`config.mk`:
```
export PLATFORM = sky130hd
export DESIGN_NAME = mantissa_multiplier_seq
export DESIGN_NICKNAME = d
export VERILOG_FILES = /design/src/rtl/fp_mul_pkg.sv /design/src/rtl/mant_pp_gen.sv /design/src/rtl/mantissa_multiplier_seq.sv
export SDC_FILE = /design/constraint.sdc
export NUM_CORES = 1
export LEC_CHECK = 0
export CAP_MARGIN = 20
export CORE_AREA = 2 2 188 116
export CTS_CLUSTER_SIZE = 20
export DETAILED_ROUTE_END_ITERATION = 10
export DIE_AREA = 0 0 190 118
export PLACE_DENSITY = 0.79
export SLEW_MARGIN = 15
export SYNTH_ARGS = -nofsm -noshare
export SYNTH_HDL_FRONTEND = slang
export SYNTH_HIERARCHICAL = 1
export SYNTH_SLANG_ARGS = --single-unit
```
`constraint.sdc`:
```
create_clock -name clk -period 9.1 [get_ports clk]
set_clock_uncertainty 0.05 [all_clocks]
set_input_delay 0.91 -clock clk [delete_from_list [all_inputs] [get_ports clk]]
set_output_delay 0.91 -clock clk [all_outputs]
set_load 0.01 [all_outputs]
```
`src/rtl/fp_mul_pkg.sv`:
```
// Shared constants and types for the FP multiply mantissa datapath.
package fp_mul_pkg;

    localparam int MANT_W = 24;
    localparam int PROD_W = 2 * MANT_W;

    typedef enum logic [1:0] {
        IDLE,
        BUSY,
        DONE
    } mul_state_t;

    function automatic int calcIter(input int width, input int bitsPerCycle);
        return width / bitsPerCycle;
    endfunction

endpackage

```
`src/rtl/mant_pp_gen.sv`:
```
// Combinational partial product: multiplicand times one small multiplier digit.
module mant_pp_gen
    import fp_mul_pkg::*;
#(
    parameter int WIDTH = MANT_W,
    parameter int BITS  = 2
) (
    input  logic [WIDTH-1:0]      multiplicand,
    input  logic [BITS-1:0]       digit,
    output logic [WIDTH+BITS-1:0] partial
);

    localparam int PP_W = WIDTH + BITS;

    assign partial = PP_W'(multiplicand) * PP_W'(digit);

endmodule

```
`src/rtl/mantissa_multiplier_seq.sv`:
```
// Iterative unsigned mantissa multiplier, BITS_PER_CYCLE multiplier bits per cycle.
// MANT_MUL_ZERO_SKIP_EN: zero operands finish after a single BUSY cycle.
module mantissa_multiplier_seq
    import fp_mul_pkg::*;
#(
    parameter int WIDTH          = MANT_W,
    parameter int BITS_PER_CYCLE = 2
) (
    input  logic                 clk,
    input  logic                 rst,
    input  logic                 in_valid,
    output logic                 in_ready,
    input  logic [WIDTH-1:0]     mant_a,
    input  logic [WIDTH-1:0]     mant_b,
    output logic                 out_valid,
    input  logic                 out_ready,
    output logic [2*WIDTH-1:0]   multiplicationResult
);

    localparam int ITER  = calcIter(WIDTH, BITS_PER_CYCLE);
    localparam int PROD  = 2 * WIDTH;
    localparam int CNT_W = $clog2(ITER + 1);
    localparam int SH_W  = $clog2(PROD);
    localparam int PP_W  = WIDTH + BITS_PER_CYCLE;

    generate
        if (WIDTH % BITS_PER_CYCLE != 0) begin : gBadCfg
            $error("BITS_PER_CYCLE must divide WIDTH");
        end
    endgenerate

    mul_state_t state;
    mul_state_t nextState;

    logic [WIDTH-1:0] opA;
    logic [WIDTH-1:0] opB;
    logic [PROD-1:0]  acc;
    logic [PROD-1:0]  sum;
    logic [PROD-1:0]  ppShifted;
    logic [PP_W-1:0]  pp;
    logic [CNT_W-1:0] cnt;
    logic [SH_W-1:0]  shiftAmt;
    logic             accept;
    logic             lastIter;
    logic             zeroOp;

    assign accept   = in_valid && (state == IDLE);
    assign lastIter = (cnt == CNT_W'(ITER - 1));

`ifdef MANT_MUL_ZERO_SKIP_EN
    assign zeroOp = (cnt == '0) && ((opA == '0) || (opB == '0));
`else
    assign zeroOp = 1'b0;
`endif

    mant_pp_gen #(
        .WIDTH (WIDTH),
        .BITS  (BITS_PER_CYCLE)
    ) uPpGen (
        .multiplicand (opA),
        .digit        (opB[BITS_PER_CYCLE-1:0]),
        .partial      (pp)
    );

    // Digit weight grows by BITS_PER_CYCLE each iteration.
    assign shiftAmt  = SH_W'(cnt) * SH_W'(BITS_PER_CYCLE);
    assign ppShifted = PROD'(pp) << shiftAmt;
    assign sum       = acc + ppShifted;

    always_ff @(posedge clk) begin
        if (rst) begin
            state <= IDLE;
        end else begin
            state <= nextState;
        end
    end

    always_comb begin
        nextState = state;
        unique case (state)
            IDLE: if (in_valid) nextState = BUSY;
            BUSY: if (lastIter || zeroOp) nextState = DONE;
            DONE: if (out_ready) nextState = IDLE;
            default: nextState = IDLE;
        endcase
    end

    always_ff @(posedge clk) begin
        if (rst) begin
            opA                  <= '0;
            opB                  <= '0;
            acc                  <= '0;
            cnt                  <= '0;
            multiplicationResult <= '0;
        end else if (accept) begin
            opA <= mant_a;
            opB <= mant_b;
            acc <= '0;
            cnt <= '0;
        end else if (state == BUSY) begin
            opB <= opB >> BITS_PER_CYCLE;
            cnt <= cnt + CNT_W'(1);
            acc <= sum;
            if (zeroOp) begin
                multiplicationResult <= '0;
            end else if (lastIter) begin
                multiplicationResult <= sum;
            end
        end
    end

    assign in_ready  = (state == IDLE);
    assign out_valid = (state == DONE);

endmodule

```
==> impl_metrics.json <==
{
  "finalMaxSlewViolations": 0,
  "dieArea_mm2": 0.0224,
  "vias_per_cell": 6.00,
  "timing.hold.ws_ns": 0.406,
  "drtIter0Drc": 1095,
  "hp-start": "opB[13]",
  "cp-start-kind": "flop",
  "grt_max_degree": 80,
  "crit_required_ns": 9.42,
  "wl_met1_um": 16400,
  "drt_wl_total_um": 32000,
  "dp_hpwl_um": 24100,
  "met3_length_um": 2820,
  "clk_pin_slew_ns": 0.07,
  "ctsHtreeMaxLevel": 4,
  "syn_inst": 1434,
  "dieHeight_um": 118,
  "wl_per_cell_um": 18.1,
  "hold_viol_final": 0,
  "r2r_cells": 24,
  "synth-seq-cells": 150,
  "ys.flop_type": "dfxtp_1",
  "cts_buffer_depth": 2,
  "gp_congestion": 1.01,
  "maxUsedRoutingLayer": "met4",
  "r2r_start": "opB[1]",
  "fmax_ghz": 0.139,
  "cp.arrival_ns": 7.52,
  "critical_path_class": "reg -> reg",
  "root_buffer": "clkbuf_16",
  "ios": 102,
  "preCtsSetupSlack_ns": 2.25,
  "grt_first_pass_wirelength_um": 51700,
  "synthesis.area_mm2": 0.0107,
  "drtAntennaViolNets": 0,
  "max_slew.worst_pin.slew_ns": 1.13,
  "p_leak_nw": 4.93,
  "grt-ovfl-total": 0,
  "diodes": 0,
  "rows": 41,
  "drt_first_pass_iters": 5,
  "grt_use_total_pct": 28.8,
  "clock_sinks": 150,
  "pwr_density_cell_mw_per_mm2": 128,
  "tritoncts": "built",
  "setup_viol": 0,
  "dp_cells": 1738,
  "ys_warn_count": 6,
  "fill_cells": 1882,
  "drive_gt1_share_pct": 5.70,
  "grt_pass1_vias": 9500,
  "ir_drop_uv": 133,
  "postSynthAreaPerCell_um2": 7.43,
  "ys_types": 78,
  "crit_path_end_kind": "flop",
  "rsz0062_at_grt": "false",
  "hold_depth": 2,
  "path_max_fanout": 25,
  "maxCapViolCount": 0,
  "final_cells": 1770,
  "worstSkewPairLatency_ns": 0.45,
  "start_util_pct": 51.6,
  "placed_area_mm2": 0.0118,
  "finish.instance_area_mm2": 0.0124,
  "slew-limit-headroom_pct": 22.6,
  "synth_fp_nets": 1559,
  "crit_start": "opB[1]",
  "nNetsFinal": 1603,
  "chipWidth_um": 190,
  "wl_met2_um": 12500,
  "finalCritPeriodShare_pct": 79.1,
  "core-area_mm2": 0.0207,
  "port_buffers": 101,
  "async_flop_share_pct": 0,
  "finalSetupTns_ns": 0,
  "antenna_found_initial": 0,
  "post_cts_buffers": 0,
  "post-route-util_pct": 59.8,
  "drc": 0,
  "cts_made_buffers": 17,
  "syn2layout_area_growth_pct": 15.9,
  "power_mw": 1.58,
  "synth-edff-count": 0,
  "setup_ws_ns": 1.90,
  "cts_resized": 0,
  "cts_hold_buf": 0,
  "finalCriticalPeriod_ns": 7.20,
  "hp-class": "reg -> reg",
  "yosysSeqAreaShare_pct": 28.2,
  "vias": 10617,
  "outcome": "finished clean"
}
## cell usage after synthesis, drive strengths merged, types with 8 or more instances
| cell type | count | area, um2 |
|---|---|---|
| a21oi | 216 | 1100 |
| a211oi | 20 | 155 |
| xor2 | 25 | 219 |
| nor2 | 86 | 323 |
| and3 | 12 | 76.3 |
| and2 | 50 | 313 |
| nand2 | 312 | 1170 |
| o21bai | 15 | 113 |
| nor2b | 13 | 81.3 |
| o21ai | 58 | 294 |
| mux4 | 9 | 203 |
| nor3 | 13 | 65.1 |
| buf | 17 | 78.8 |
| ha | 71 | 888 |
| a31oi | 8 | 50.1 |
| clkbuf | 71 | 272 |
| mux2i | 24 | 240 |
| nand4 | 23 | 150 |
| nand3 | 31 | 160 |
| dfxtp | 150 | 3000 |
| xnor2 | 43 | 377 |
| inv | 12 | 45.0 |
| a21o | 40 | 303 |
| a22oi | 25 | 188 |
## logic make-up after synthesis
family                     synth area share (%)
xor gates and xnor gates                   5.59
buffers and inverters                      3.81
adders and majority gates                  8.71
DFF                                        28.2
muxes                                      4.68
AOI/OAI and AO/OA                          24.9
and+or+nand+nor                            24.1
## per-layer routing
metal | GRT usage (%) | vias to the layer above
li1 | - | 5172
met1 | 45.6 | 4976
met2 | 39.1 | 438
met3 | 6.35 | 31
met4 | 5.38 | 0
met5 | 0 | -
## critical path, stage by stage (launching register included)
cell,delay [ns]
dfxtp_1,0.74
and2_1,0.24
ha_1,0.29
a21o_1,0.22
a21oi_2,0.19
o211ai_1,0.20
a211o_1,0.35
nand3_1,0.13
a21oi_1,0.09
o41a_1,0.37
mux4_2,0.50
nand2_1,0.09
o21ai_0,0.22
nor2_1,0.16
a21oi_1,0.06
ha_1,0.44
and3_1,0.35
nand2_1,0.14
or2_2,0.32
a2111oi_0,0.89
o21ai_1,0.37
o21bai_1,0.25
xor2_1,0.21
nand2_1,0.08
a21oi_1,0.17
## sequential cells by signal, summed over array words and instances, names as in the netlist
signal	cells
acc	48
multiplicationResult	48
opA	24
opB	24
cnt	4
state	2
## where the power goes
group,leakage (nW),internal (mW),switching [mW]
sequential,1.22,0.673,0.0135
clock,0.270,0.393,0.326
combinational,3.44,0.0670,0.109
total,4.93,1.13,0.449
## worst paths after layout
kind,endpoint,slack [ns]
setup / recovery,acc[40],1.90
hold / removal,opB[13],0.41
setup reg to reg,acc[40],1.90
hold reg to reg,opB[13],0.41
## cell usage in the layout (no fill, tap or decap), drive strengths merged, types with 6 or more instances in the layout
cell / instances
inv: 18
nor3: 13
clkdlybuf4s50: 100
clkbuf: 19
mux4: 9
nand4: 23
ha: 71
o21a: 7
buf: 13
xor2: 25
nor2b: 13
xnor2: 43
nand2b: 6
a31oi: 8
a22o: 6
mux2i: 24
nor2: 86
dfxtp: 150
a21oi: 216
nand3: 31
and3: 12
a211oi: 20
a22oi: 25
o21bai: 15
o21ai: 58
and2: 50
nand2: 312
a21o: 40
## layout make-up
type	count	area (um2)	share of cell area, %
timing repair buffer	113	1100	8.89
clock buffer	19	443	3.58
sequential	150	3000	24.3
tap	279	349	2.82
clock inverter	13	141	1.14
inverter	15	56.3	0.456
multi-input combinational	1181	7270	58.8
(Power assumes the default switching activity.)
